===== src/rtl/fir_sm_fifo_pkg.sv =====
// -----------------------------------------------------------------------------
// fir_sm_fifo_pkg
// Shared constants, sizing helper and entry layout for the FIR output-side
// stream buffer (fir_sm_fifo and fir_sm_fifo_mem).
// -----------------------------------------------------------------------------
package fir_sm_fifo_pkg;

  localparam int DEFAULT_DEPTH  = 8;
  localparam int DEFAULT_DATA_W = 32;

  // Occupancy width: one bit more than the pointer so that "full" (== depth)
  // can be represented.
  function automatic int CNT_W(input int depth);
    return $clog2(depth) + 1;
  endfunction

  // One buffered beat at the default data width. Blocks built at other
  // widths declare the same layout locally from their own width parameter.
  typedef struct packed {
    logic                      last;
    logic [DEFAULT_DATA_W-1:0] data;
  } entry_t;

endpackage


===== src/rtl/fir_sm_fifo_mem.sv =====
// -----------------------------------------------------------------------------
// fir_sm_fifo_mem
// Register array backing the stream buffer: one synchronous write port and
// one asynchronous (combinational) read port.
//
// Ports:
//   clk    in             clock
//   rst_n  in             async active-low reset, clears every entry
//   we     in             write enable
//   waddr  in  ADDR_W     write address
//   wdata  in  ENTRY_W    write data
//   raddr  in  ADDR_W     read address
//   rdata  out ENTRY_W    contents of entry raddr
// -----------------------------------------------------------------------------
module fir_sm_fifo_mem #(
  parameter int DEPTH   = 8,
  parameter int ENTRY_W = 33,
  parameter int ADDR_W  = $clog2(DEPTH)
) (
  input  logic               clk,
  input  logic               rst_n,
  input  logic               we,
  input  logic [ADDR_W-1:0]  waddr,
  input  logic [ENTRY_W-1:0] wdata,
  input  logic [ADDR_W-1:0]  raddr,
  output logic [ENTRY_W-1:0] rdata
);

  logic [ENTRY_W-1:0] mem [DEPTH];

  // NOTE: the array is reset so the head output reads 0 (never X) out of
  // reset; this costs a reset net on every entry and rules out RAM macros.
  // NOTE: sequential state is only ever assigned with <= so every flop
  // samples its inputs as they were before the clock edge.
  always_ff @(posedge clk or negedge rst_n) begin
    if (!rst_n) begin
      for (int i = 0; i < DEPTH; i++) mem[i] <= '0;
    end else if (we) begin
      mem[waddr] <= wdata;
    end
  end

  assign rdata = mem[raddr];

endmodule


===== src/rtl/fir_sm_fifo.sv =====
// -----------------------------------------------------------------------------
// fir_sm_fifo
// AXI-Stream buffer between the FIR engine's sm_* master and the Wishbone
// bridge. First-word-fallthrough circular buffer with registered ready/valid,
// occupancy output and a sticky end-of-frame flag.
//
// Ports:
//   axis_clk    in                 clock
//   axis_rst_n  in                 async active-low reset
//   s_tvalid    in                 upstream beat valid
//   s_tready    out                buffer not full (registered)
//   s_tdata     in  pDATA_WIDTH    upstream data
//   s_tlast     in                 upstream end-of-frame
//   m_tvalid    out                buffer not empty (registered)
//   m_tready    in                 downstream read strobe
//   m_tdata     out pDATA_WIDTH    head data
//   m_tlast     out                head end-of-frame
//   flush       in                 synchronous clear of pointers/count/flags
//   count       out pCNT_WIDTH     occupancy
//   frame_done  out                sticky, set when a tlast beat is popped
//   frame_clr   in                 clears frame_done (a same-cycle set wins)
//
// Optional build macro FIR_SM_FIFO_STATS_EN adds:
//   beat_cnt    out 16             pops since reset/flush, saturating
//   ovf_seen    out                sticky, upstream was held off while full
// -----------------------------------------------------------------------------
module fir_sm_fifo
  import fir_sm_fifo_pkg::*;
#(
  parameter int pDATA_WIDTH = DEFAULT_DATA_W,
  parameter int pDEPTH      = DEFAULT_DEPTH,
  parameter int pCNT_WIDTH  = CNT_W(pDEPTH)
) (
  input  logic                   axis_clk,
  input  logic                   axis_rst_n,
  input  logic                   s_tvalid,
  output logic                   s_tready,
  input  logic [pDATA_WIDTH-1:0] s_tdata,
  input  logic                   s_tlast,
  output logic                   m_tvalid,
  input  logic                   m_tready,
  output logic [pDATA_WIDTH-1:0] m_tdata,
  output logic                   m_tlast,
  input  logic                   flush,
  output logic [pCNT_WIDTH-1:0]  count,
  output logic                   frame_done,
`ifdef FIR_SM_FIFO_STATS_EN
  output logic [15:0]            beat_cnt,
  output logic                   ovf_seen,
`endif
  input  logic                   frame_clr
);

  localparam int PTR_W = CNT_W(pDEPTH) - 1;

  typedef struct packed {
    logic                   last;
    logic [pDATA_WIDTH-1:0] data;
  } fifo_entry_t;

  logic [PTR_W-1:0]      wr_ptr, rd_ptr;
  logic [pCNT_WIDTH-1:0] count_nxt;
  logic                  push, pop;
  fifo_entry_t           wr_entry, rd_entry;

  // Handshakes use the registered flags, so ready/valid never depend
  // combinationally on the other side of the buffer.
  assign push = s_tvalid & s_tready;
  assign pop  = m_tvalid & m_tready;

  assign wr_entry = '{last: s_tlast, data: s_tdata};

  // A push in the flush cycle is dropped, so the write is gated here too.
  fir_sm_fifo_mem #(
    .DEPTH   (pDEPTH),
    .ENTRY_W ($bits(fifo_entry_t)),
    .ADDR_W  (PTR_W)
  ) u_mem (
    .clk   (axis_clk),
    .rst_n (axis_rst_n),
    .we    (push & ~flush),
    .waddr (wr_ptr),
    .wdata (wr_entry),
    .raddr (rd_ptr),
    .rdata (rd_entry)
  );

  assign m_tdata = rd_entry.data;
  assign m_tlast = rd_entry.last;

  // NOTE: the default assignment on entry keeps this block free of latches
  // whichever branch is taken.
  always_comb begin
    count_nxt = count;
    if (flush)             count_nxt = '0;
    else if (push && !pop) count_nxt = count + pCNT_WIDTH'(1);
    else if (pop && !push) count_nxt = count - pCNT_WIDTH'(1);
  end

  // Pointers are log2(depth) wide, so +1 wraps modulo depth by itself.
  // The ready/valid flags are registered from the next occupancy.
  always_ff @(posedge axis_clk or negedge axis_rst_n) begin
    if (!axis_rst_n) begin
      wr_ptr   <= '0;
      rd_ptr   <= '0;
      count    <= '0;
      s_tready <= 1'b1;
      m_tvalid <= 1'b0;
    end else begin
      count    <= count_nxt;
      s_tready <= (count_nxt != pCNT_WIDTH'(pDEPTH));
      m_tvalid <= (count_nxt != '0);
      if (flush) begin
        wr_ptr <= '0;
        rd_ptr <= '0;
      end else begin
        if (push) wr_ptr <= wr_ptr + PTR_W'(1);
        if (pop)  rd_ptr <= rd_ptr + PTR_W'(1);
      end
    end
  end

  always_ff @(posedge axis_clk or negedge axis_rst_n) begin
    if (!axis_rst_n)          frame_done <= 1'b0;
    else if (flush)           frame_done <= 1'b0;
    else if (pop && m_tlast)  frame_done <= 1'b1;
    else if (frame_clr)       frame_done <= 1'b0;
  end

`ifdef FIR_SM_FIFO_STATS_EN
  always_ff @(posedge axis_clk or negedge axis_rst_n) begin
    if (!axis_rst_n) begin
      beat_cnt <= '0;
      ovf_seen <= 1'b0;
    end else if (flush) begin
      beat_cnt <= '0;
      ovf_seen <= 1'b0;
    end else begin
      if (pop && (beat_cnt != 16'hFFFF)) beat_cnt <= beat_cnt + 16'd1;
      // s_tready low means full, so this is upstream backpressure.
      if (s_tvalid && !s_tready) ovf_seen <= 1'b1;
    end
  end
`endif

endmodule


===== config.mk =====
export PLATFORM = sky130hd
export DESIGN_NAME = fir_sm_fifo
export DESIGN_NICKNAME = d
export VERILOG_FILES = /design/src/rtl/fir_sm_fifo_pkg.sv /design/src/rtl/fir_sm_fifo_mem.sv /design/src/rtl/fir_sm_fifo.sv
export SDC_FILE = /design/constraint.sdc
export NUM_CORES = 1
export LEC_CHECK = 0
export ABC_AREA = 1
export CORE_ASPECT_RATIO = 1.25
export CORE_MARGIN = 4
export CORE_UTILIZATION = 35
export DETAILED_ROUTE_END_ITERATION = 6
export PLACE_DENSITY_LB_ADDON = 0.25
export SLEW_MARGIN = 20
export SYNTH_ARGS = -nofsm -noshare
export SYNTH_HDL_FRONTEND = slang
export SYNTH_HIERARCHICAL = 1
export SYNTH_SLANG_ARGS = --single-unit

===== constraint.sdc =====
create_clock -name axis_clk -period 1.8 [get_ports axis_clk]
set_clock_uncertainty 0.1 [all_clocks]
set_input_delay 0.27 -clock axis_clk [delete_from_list [all_inputs] [get_ports axis_clk]]
set_output_delay 0.27 -clock axis_clk [all_outputs]
set_load 0.1 [all_outputs]

==> summary.md, run 1 <==
| Metric | Value |
|---|---|
| Half-perimeter wire length after detailed placement | between 20 and 25 mm |
| CTS tree | yes |
| Delay-heaviest family, CP | simple AND/OR/NAND/NOR gates |
| Share of layout cells above drive strength 1 | 0.329 |
| Yosys warnings | 6 |
| Largest net degree at the start of global routing | 70 |
| Final min period | 2.48 ns |
| Core ar. | 0.0392 mm2 |
| Place WS | -0.267 ns |
| Vias per cell | a little over 5 |
| Violated checks | negative setup slack |
| # IOs | 79 |
| Final antenna diode count | 0 |
| RePlAce Congestion | 0.760 |
| Synthesis-stage register bit count | 277 |
| Worst path bufs/invs | 2 |
| Die area | between 0.04 and 0.05 mm2 |
| Crit. End Element | primary output |
| Total track usage | 0.199 |
| Root Buffer | clkbuf_16 |
| Period utilisation layout | 1.38 |
| Routed vias | approximately 13000 |
| Status | complete, but fails checks |
| Max-Cap Viols | 0 |
| Initial Util | 0.354 |
| Required time of the critical path | ~1.4 ns |
| Vias in the first global route | 12078 |
| Layout area overhead | 48.9% |
| Die Y | 231 um |
| Asr flop ratio synth | 1.00 |
| WL final | 49.6 mm |
| Drt first pass iters | 5 |
| Gr ovfl total | 0 |
| Register area share after synthesis | 0.499 |
| WL per Instance | 19.7 um |
| Initial antenna violation count | 0 |
| Clk buf depth | 3 |
| Hold Crit Class | in -> reg |
| Slack of the critical path | -0.677 ns |
| Critical Path Max Stage Delay | 0.53 ns |
| Hold Vio Cnt, Final | 0 |
| Primary FF master, synth | dfrtp_1 |
| H-tree levels | 1 |
| Largest area contributor in the netlist | dfrtp_1 |
| RSZ-0062 raised after global routing | yes |
| Skew-Pair Late Insertion Delay | 0.57 ns |
| CTS sink cnt | around 280 |
| PortBufs | 78 |
| P_leak | 0.0102 uW |
| Worst hold slack | around 0.20 ns |
| Mapped Nets | 1905 |
| Largest cells by area after synthesis | dfrtp_1, nand2_1, inv_1, nand3_1, o21ai_1 |
| Power per cell area | 1640 mW/mm2 |
| Worst-Margin Slew | 0.686 ns |
| Final setup violation count | 298 |
| EDFF count, synth | 0 |
| Slew HR | 0.542 |
| Reg clk slew, reported paths | 0.06 ns |
| Crit path launch type | flop |
| Slowest stage cell, crit path | dfrtp_4 |
| Max Clock Freq | 0.404 GHz |
| DRC Markers | 0 |
| Nets@finish | 2039 |
| Antenna-violating nets left | 0 |
| Top-count cell post-synth | nand2_1 |
| Global-route wire length before repair | about 68 mm |
| Inserted Clock Buffers | 30 |
| Chip width | 186 um |
| Synthesized cell area | roughly 0.014 mm2 |
| Setup Crit Path Kind | reg -> out |
| Peak fanout along the critical path | 38 |
| DR iter-0 viols | 853 |
| Top post-synthesis cells by count | nand2_1, inv_1, dfrtp_1, nand3_1, o21ai_1 |
| Most used cell, CP | nand2_1 |
| Mapped Cells | between 1500 and 2000 |
| Critical-path cell list | buf_8 > nand2_1 > nand3_1 > nand2_1 > nand2_1 > nand2_4 > buf_12 |
| Crit path arrival time | about 2.1 ns |
| Netlist cell types | 28 |
| Mean Syn Cell Area | ~7.5 um2 |
| Worst IR Drop VDD | 1.90 mV |
| Final Slew Violations | 0 |
| Post-synth top area share | 0.497 |
| # rows | 81 |
## flip-flops by register name, indices dropped and copies added, names as in the netlist
register and count:
count 4, u_mem/mem 264, wr_ptr 3, s_tready 1, m_tvalid 1, rd_ptr 3
frame_done 1
## metrics by stage
step	instances	power (uW)	TNS [ns]	utilization	area, um2
after floorplan	1862	19200	-23.36	-	14300
after global placement	2380	23900	-46.04	0.411	16100
after detailed placement	2380	24100	-50.51	0.411	16100
after CTS	2477	31800	-40.66	0.472	18500
after global routing	2516	35700	-88.77	0.527	20700
final	2516	33900	-65.59	0.527	20700
## cells by family (layout without fill, tap and decap cells)
kind of cell / Yosys count / after routing / share of synthesized area
DFF: 277 / 277 / 0.499
adders and majority gates: 4 / 4 / 0.00360
buffers and inverters: 424 / 578 / 0.133
xor gates and xnor gates: 1 / 1 / 0.000631
AOI/OAI and AO/OA: 272 / 272 / 0.106
and+or+nand+nor: 884 / 886 / 0.259
## timing repair
action / CTS / global route
endpoints found under the setup margin: 90 / 298
hold buffers: 2 / 0
gates cloned: 24 / 36
pin swaps: 9 / 26
gates resized for setup: 159 / 448
buffers inserted: 17 / 16
endpoints found under the hold margin: 277 / 0
## cells in the final DEF, fill, tap and decap left out, types with 2 or more instances in the layout
| cell type | count |
|---|---|
| nand2_1 | 455 |
| inv_1 | 309 |
| dfrtp_1 | 271 |
| nand2_4 | 151 |
| o21ai_2 | 138 |
| nand3_1 | 131 |
| o21ai_1 | 121 |
| nand2_2 | 108 |
| buf_12 | 87 |
| clkbuf_16 | 57 |
| clkdlybuf4s50_1 | 37 |
| buf_16 | 19 |
| buf_6 | 14 |
| nand3_2 | 13 |
| buf_4 | 13 |
| nand2_8 | 10 |
| o21ai_0 | 8 |
| buf_8 | 8 |
| nor2_1 | 7 |
| clkinv_2 | 7 |
| nor2_2 | 5 |
| bufinv_16 | 5 |
| a21oi_1 | 4 |
| ha_1 | 4 |
| clkbuf_8 | 4 |
| dfrtp_2 | 4 |
| inv_2 | 4 |
| nor2_4 | 3 |
| clkinvlp_4 | 3 |
| clkbuf_1 | 3 |
| inv_4 | 2 |
| dlygate4sd3_1 | 2 |
| clkinv_8 | 2 |
## final cells by class
type	count	area (um2)
multi-input combinational	1163	7140
fill	3436	18500
clock inverter	16	216
clock buffer	38	842
inverter	318	1240
tap	498	623
timing repair buffer	206	3680
sequential	277	6950
## power by group
group	total [uW]	switching, uW	internal (uW)
Combinational	17700	11000	6730
Sequential	9550	1470	8080
Clock	6640	2630	4010
## worst register-to-register path: cells and delay by family (launching register included)
kind	cells	cell delay [ns]
and+or+nand+nor	5	0.55
DFF	1	0.65
buffers and inverters	4	0.60
AOI/OAI and AO/OA	1	0.05
## per-layer routing
| metal | up-vias | GRT usage | wire length, um |
|---|---|---|---|
| met1 | 6307 | 0.265 | 19800 |
| met2 | 414 | 0.338 | 24700 |
| met5 | - | 0 | 0 |
| li1 | 5986 | - | - |
| met3 | 120 | 0.0265 | 3180 |
| met4 | 0 | 0.0599 | 1880 |
## path summary, 6_finish.rpt
path / start / end / slack, ns / cells after the start
setup / recovery: rd_ptr[0] / m_tdata[1] / -0.68 / 7
max in group asynchronous: axis_rst_n / u_mem/mem[53] / 0.85 / 3
hold reg to reg: u_mem/mem[142] / u_mem/mem[142] / 0.38 / 2
min in group asynchronous: axis_rst_n / u_mem/mem[86] / 0.22 / 3
hold / removal: s_tdata[3] / u_mem/mem[3] / 0.20 / 3
setup reg to reg: s_tready / u_mem/mem[239] / -0.28 / 10
Note: power is estimated with default switching activity, not from simulation.
==> run 2: changes to the inputs <==
--- a/config.mk
+++ b/config.mk
@@ -5,7 +5,6 @@
 export SDC_FILE = /design/constraint.sdc
 export NUM_CORES = 1
 export LEC_CHECK = 0
-export ABC_AREA = 1
 export CORE_ASPECT_RATIO = 1.25
 export CORE_MARGIN = 4
 export CORE_UTILIZATION = 35
==> constraint.sdc (replaced) <==
create_clock -name axis_clk -period 2.53 [get_ports axis_clk]
set_clock_uncertainty 0.1 [all_clocks]
set_input_delay 0.3795 -clock axis_clk [delete_from_list [all_inputs] [get_ports axis_clk]]
set_output_delay 0.3795 -clock axis_clk [all_outputs]
set_load 0.1 [all_outputs]
==> summary.md, run 2 <==
| Metric | Value |
|---|---|
| Status | complete, but fails checks |
| Violated checks | negative setup slack |
| Gr ovfl total | 0 |
| Most frequent cells in the layout | dfrtp_1, mux2_2, mux2_1 |
| CTS sink cnt | 277 |
| Final setup violation count | 33 |
| Number of flip-flops under the largest register name | 264 |
| Top post-synthesis cells by count | dfrtp_1, mux2_2, mux2_1, mux4_2, buf_2 |
| Worst IR Drop VDD | 0.721 mV |
| Half-perimeter wire length after detailed placement | roughly 17 mm |
| Layout area overhead | 23.7% |
| Slack of the critical path | -0.323 ns |
| Most common cell after layout, fill and taps aside | dfrtp_1 |
| Peak fanout along the critical path | 7 |
| DR iter-0 viols | 289 |
| Clk buf depth | 3 |
| Final Slew Violations | 0 |
| Initial antenna violation count | 1 |
| Final min period | approximately 2.9 ns |
| Mapped Nets | 803 |
| Power per cell area | 1090 mW/mm2 |
| Crit path arrival time | 2.37 ns |
| Vias in the first global route | 7578 |
| Comb pwr share | 0.422 |
| Required time of the critical path | 2.05 ns |
| EDFF count, synth | 0 |
| Period utilisation layout | 1.13 |
| Antenna-violating nets left | 0 |
| Mean Syn Cell Area | 16.6 um2 |
| Post-synth top area share | 0.548 |
| Root Buffer | clkbuf_16 |
| Slew HR | 0.633 |
| Sw power | 6110 uW |
| Crit. End Element | primary output |
| Largest net degree at the start of global routing | 67 |
| Pint | 10900 uW |
| H-tree levels | 1 |
| Routed vias | 6816 |
| Vias per cell | 5.05 |
| DRC Markers | 0 |
| Sw frac | 0.359 |
| Reg clk slew, reported paths | about 0.06 ns |
| Hold Crit Class | in -> async |
| Synthesized cell area | 0.0126 mm2 |
| Inserted Clock Buffers | 29 |
| Crit path launch type | flop |
| Mapped Cells | between 700 and 800 |
| WL final | roughly 28 mm |
| Share of layout cells above drive strength 1 | 0.432 |
| Primary FF master, synth | dfrtp_1 |
| Worst Reg2Reg Path Length in Cells | 6 |
| Core ar. | between 0.03 and 0.04 mm2 |
| CTS tree | yes |
| PortBufs | 78 |
| Global-route wire length before repair | between 40 and 50 mm |
| Setup Crit Path Kind | reg -> out |
| Max-Cap Viols | 0 |
| Skew-Pair Late Insertion Delay | 0.54 ns |
| RePlAce Congestion | roughly 0.72 |
| Dpl cell area | 0.0144 mm2 |
| Asr flop ratio synth | 1.00 |
| Chip width | 178 um |
| # rows | between 70 and 80 |
| Tot Pwr | 17000 uW |
| P_leak | around 0.0071 uW |
| Hold Vio Cnt, Final | 0 |
| Worst-Margin Slew | 0.551 ns |
| Die area | ~0.039 mm2 |
| Sequential Power Share | 0.346 |
| Initial Util | 0.356 |
| Largest area contributor in the netlist | dfrtp_1 |
| Largest regs | u_mem/mem (264), count (4) |
| Synthesis-stage register bit count | between 200 and 300 |
| Netlist cell types | 39 |
| Register area share after synthesis | 0.550 |
| Top-count cell post-synth | dfrtp_1 |
| WL per Instance | 20.5 um |
| Top reg by flops | u_mem/mem |
| Drt first pass iters | 4 |
| RSZ-0062 raised after global routing | yes |
| Clock power frac | 0.232 |
| Max Clock Freq | 0.350 GHz |
| Post-route cell area | approximately 0.016 mm2 |
| # IOs | 79 |
| Worst hold slack | 0.261 ns |
| Largest cells by area after synthesis | dfrtp_1, mux2_2, mux2_1, mux4_2, mux4_1 |
| Yosys warnings | 6 |
| Die Y | between 200 and 250 um |
| Nets@finish | approximately 900 |
| Total track usage | 0.145 |
==> run 2: cell types whose count changed in the layout (fill, tap and decap cells not counted), moves of 28 or more <==
cell       before  now
mux4_2          0   66
nand2_1       455   10
inv_1         309    3
nand3_1       131    0
buf_12         87   49
o21ai_2       138    0
o21ai_1       121    0
mux2_2          0  145
nand2_4       151    0
clkbuf_16      57   29
nand2_2       108    0
mux2_1          0  120
mux2_4          0   33
==> run 2: worst paths after layout <==
path	from	to	slack, ns
min reg2reg	u_mem/mem[112]	u_mem/mem[112]	0.38
max in group asynchronous	axis_rst_n	u_mem/mem[3]	1.28
max reg2reg	s_tready	u_mem/mem[263]	0.42
min in group axis_clk	u_mem/mem[112]	u_mem/mem[112]	0.38
max	rd_ptr[0]	m_tdata[28]	-0.32
min	axis_rst_n	u_mem/mem[20]	0.26
==> run 2: per-stage QoR <==
step / utilization / setup slack (ns) / setup TNS [ns] / instances
after CTS: 0.440 / -0.370 / -10.22 / 1348
final: 0.440 / -0.323 / -8.75 / 1349
after detailed placement: 0.407 / 0.0576 / 0 / 1289
after global routing: 0.440 / -0.388 / -10.95 / 1348
after global placement: 0.407 / 0.0960 / 0 / 1289
after floorplan: - / 0.0489 / 0 / 760
==> run 2: power by group through the flow <==
stage               logic [uW]  registers [uW]  clock network (uW)
CTS                       7290            5890                4090
detailed placement        6850            5940                   0
global placement          6800            5920                   0
finish                    7170            5880                3950
global route              7530            6010                4270
floorplan                 4510            5970                   0
==> run 2: layout make-up <==
type	count	area [um2]
Fill cell	3207	19900
Timing Repair Buffer	117	1690
Inverter	3	11.3
Clock buffer	42	835
Clock inverter	8	43.8
Tap cell	474	593
Multi-Input combinational cell	427	5490
Antenna cell	1	2.50
Sequential cell	277	6940
==> run 2: timing repair <==
action / 4_1_cts / 5_1_grt
endpoints found under the setup margin: 33 / 33
gates cloned: 4 / 0
setup buffers: 4 / 1
pin swaps: 0 / 0
hold endpoints to repair: 59 / 0
gates resized for setup: 46 / 3
hold buffers: 1 / 0
==> run 2: cell families (layout without fill, tap and decap cells) <==
group | count (synthesis) | after routing | share of synthesized area
multiplexers | 366 | 366 | 0.389
AO/OA/AOI/OAI | 13 | 13 | 0.00814
other | 0 | 1 | 0
AND/OR/NAND/NOR | 36 | 36 | 0.0174
adder cells (fa/ha/maj) | 4 | 4 | 0.00397
XOR/XNOR | 8 | 8 | 0.00556
buffers and inverters | 56 | 170 | 0.0267
flip-flops | 277 | 277 | 0.550
==> run 2: critical path, cell delays in order (launching register included) <==
cell	delay, ns
dfrtp_4	0.53
buf_12	0.16
buf_16	0.14
mux4_2	0.51
mux2_4	0.31
buf_12	0.17
==> run 2: layer usage <==
| layer | global-route usage | wire [um] |
|---|---|---|
| met2 | 0.245 | 13700 |
| met3 | 0.0222 | 909 |
| met1 | 0.199 | 12700 |
| met4 | 0.0371 | 422 |
| met5 | 0 | 12 |
==> run 3: changes to the inputs <==
--- a/config.mk
+++ b/config.mk
@@ -10,8 +10,8 @@
 export CORE_UTILIZATION = 35
 export DETAILED_ROUTE_END_ITERATION = 6
 export PLACE_DENSITY_LB_ADDON = 0.25
+export SETUP_SLACK_MARGIN = 0.15
 export SLEW_MARGIN = 20
 export SYNTH_ARGS = -nofsm -noshare
 export SYNTH_HDL_FRONTEND = slang
-export SYNTH_HIERARCHICAL = 1
 export SYNTH_SLANG_ARGS = --single-unit
==> summary.md, run 3 <==
| Metric | Value |
|---|---|
| Status | complete, but fails checks |
| Violated checks | negative setup slack |
| Initial antenna violation count | 2 |
| Primary FF master, synth | dfrtp_1 |
| Chip width | 177 um |
| Clock power frac | 0.239 |
| Hold Crit Class | in -> async |
| Die area | just under 0.04 mm2 |
| Mapped Cells | 761 |
| Final Slew Violations | 0 |
| Top-count cell post-synth | mux2_2 |
| Max Clock Freq | ~0.36 GHz |
| Final min period | 2.80 ns |
| Half-perimeter wire length after detailed placement | 16.5 mm |
| Clk buf depth | 3 |
| Vias per cell | 5.07 |
| Reg clk slew, reported paths | 0.06 ns |
| Most common cell after layout, fill and taps aside | dfrtp_1 |
| Total track usage | 0.143 |
| Vias in the first global route | between 7000 and 8000 |
| Most frequent cells in the layout | dfrtp_1, mux2_2, mux4_2 |
| RePlAce Congestion | a little over 0.7 |
| Number of flip-flops under the largest register name | 264 |
| Post-layout util | 0.441 |
| Post-synth top area share | 0.550 |
| Peak fanout along the critical path | 6 |
| Asr flop ratio synth | 1.00 |
| Area occupied by multi-input gates | between 0.005 and 0.006 mm2 |
| Layout fillers | 3235 |
| Gr ovfl total | 0 |
| Crit path launch type | flop |
| Largest area contributor in the netlist | dfrtp_1 |
| Mapped Nets | 804 |
| Initial Util | 0.354 |
| Crit path arrival time | 2.32 ns |
| Inserted Clock Buffers | 29 |
| # rows | 77 |
| EDFF count, synth | 0 |
| Slack of the worst reg-to-reg path | 0.42 ns |
| Max-Cap Viols | 0 |
| RSZ-0062 raised after global routing | yes |
| Placed cell count | roughly 1300 |
| Required time of the critical path | 2.05 ns |
| CTS tree | yes |
| Share of layout cells above drive strength 1 | 0.554 |
| Sequential Power Share | 0.346 |
| Worst IR Drop VDD | approximately 0.80 mV |
| H-tree levels | 1 |
| Sw power | between 6000 and 7000 uW |
| Period utilisation layout | 1.11 |
| Mean Syn Cell Area | 16.5 um2 |
| Register area share after synthesis | 0.552 |
| Slew HR | 0.641 |
| Nets@finish | around 900 |
| Setup Crit Path Kind | reg -> out |
| Synthesis-stage register bit count | 277 |
| Pint | 11000 uW |
| Synthesized cell area | 0.0126 mm2 |
| Finished Layout Cells | 1354 |
| Register area | 0.00694 mm2 |
| Tot Pwr | 17100 uW |
| Drt first pass iters | 4 |
| DR iter-0 viols | a little over 300 |
| # IOs | 79 |
| Layout area overhead | 24.3% |
| Worst Reg2Reg Path Length in Cells | 5 |
| Yosys warnings | 0 |
| Global-route wire length before repair | roughly 44 mm |
| Hold Vio Cnt, Final | 0 |
| Die Y | 220 um |
| Routed vias | 6864 |
| Largest cells by area after synthesis | dfrtp_1, mux2_2, mux4_2, mux2_1, buf_2 |
| Crit. End Element | primary output |
| PortBufs | 78 |
| Final setup violation count | 33 |
| Antenna-violating nets left | 0 |
| Sw frac | 0.355 |
| Comb pwr share | 0.416 |
| WL final | roughly 27 mm |
| Top reg by flops | u_mem.mem |
| CTS sink cnt | around 280 |
| Largest net degree at the start of global routing | a little under 70 |
| Core ar. | 0.0355 mm2 |
| Top post-synthesis cells by count | mux2_2, dfrtp_1, mux4_2, buf_2, mux2_1 |
| Largest regs | u_mem.mem (264), count (4) |
| Skew-Pair Late Insertion Delay | 0.54 ns |
| WL per Instance | 20.2 um |
| P_leak | 0.00702 uW |
| Root Buffer | clkbuf_16 |
| Power per cell area | 1090 mW/mm2 |
| DRC Markers | 0 |
| Netlist cell types | 40 |
| Worst-Margin Slew | 0.538 ns |
| Slack of the critical path | -0.268 ns |
-- run 3: cell types whose count changed after synthesis, sizes merged, moves of 3 or more --
cell    delta
buf        -8
clkbuf     +5
nand4      -3
nand4b     -3
nor4bb     -3
-- run 3: repair_timing --
item                                   in CTS  in global routing
pin swaps                                   0                  0
gates resized for setup                     9                  1
endpoints found under the hold margin      54                  0
setup endpoints to repair                  33                 33
buffers inserted                            3                  0
gates cloned                                2                  0
hold buffers                                1                  0
-- run 3: cells by family (layout without fill, tap and decap cells) --
| logic type | after synthesis | count (layout) | share of synthesized area |
|---|---|---|---|
| AOI/OAI and AO/OA | 12 | 12 | 0.00657 |
| other | 0 | 2 | 0 |
| and+or+nand+nor | 41 | 41 | 0.0211 |
| DFF | 277 | 277 | 0.552 |
| buffers and inverters | 53 | 170 | 0.0241 |
| muxes | 367 | 367 | 0.388 |
| xor gates and xnor gates | 7 | 7 | 0.00488 |
| adders and majority gates | 4 | 4 | 0.00398 |
-- run 3: per-stage QoR --
stage | setup WS, ns | area, um2 | hold slack [ns] | TNS [ns]
floorplan | 0.183 | 12700 | -0.0161 | 0
global placement | 0.167 | 14600 | 0.269 | 0
global route | -0.337 | 15600 | 0.304 | -10.38
detailed placement | 0.111 | 14600 | 0.268 | 0
CTS | -0.297 | 15600 | 0.274 | -9.08
finish | -0.268 | 15600 | 0.271 | -7.84
-- run 3: power by group through the flow --
stage | clock, uW | sequential [uW] | combinational (uW)
after CTS | 4240 | 5910 | 7210
after detailed placement | 0 | 5980 | 7060
final | 4080 | 5910 | 7100
after floorplan | 0 | 6000 | 4730
after global placement | 0 | 5940 | 7000
after global routing | 4400 | 6020 | 7460
-- run 3: path summary, 6_finish.rpt --
| kind | start | end |
|---|---|---|
| max reg2reg | s_tready | u_mem.mem[138] |
| min in group axis_clk | u_mem.mem[58] | u_mem.mem[58] |
| min reg2reg | u_mem.mem[58] | u_mem.mem[58] |
| max | rd_ptr[0] | m_tdata[7] |
| min | axis_rst_n | count[0] |
| max in group asynchronous | axis_rst_n | u_mem.mem[125] |
-- run 3: per-layer routing --
| layer | track usage | part of all wire | routed length, um |
|---|---|---|---|
| met1 | 0.195 | 0.45 | 12400 |
| met2 | 0.239 | 0.49 | 13400 |
| met3 | 0.0247 | 0.038 | 1040 |
| met4 | 0.0348 | 0.016 | 447 |
| met5 | 0 | 0 | 0 |
-- run 3: area by class of cell --
cell class,instances,area share
Timing Repair Buffer,118,0.109
Antenna cell,2,0.000320
Sequential cell,277,0.444
Multi-Input combinational cell,431,0.350
Clock inverter,4,0.00328
Inverter,3,0.000721
Tap cell,474,0.0380
Clock buffer,45,0.0548
-- run 3: worst max-delay path: stages, from the launching register on --
cell	delay (ns)
dfrtp_4	0.52
buf_12	0.15
buf_16	0.13
mux4_2	0.51
mux2_4	0.30
buf_12	0.17
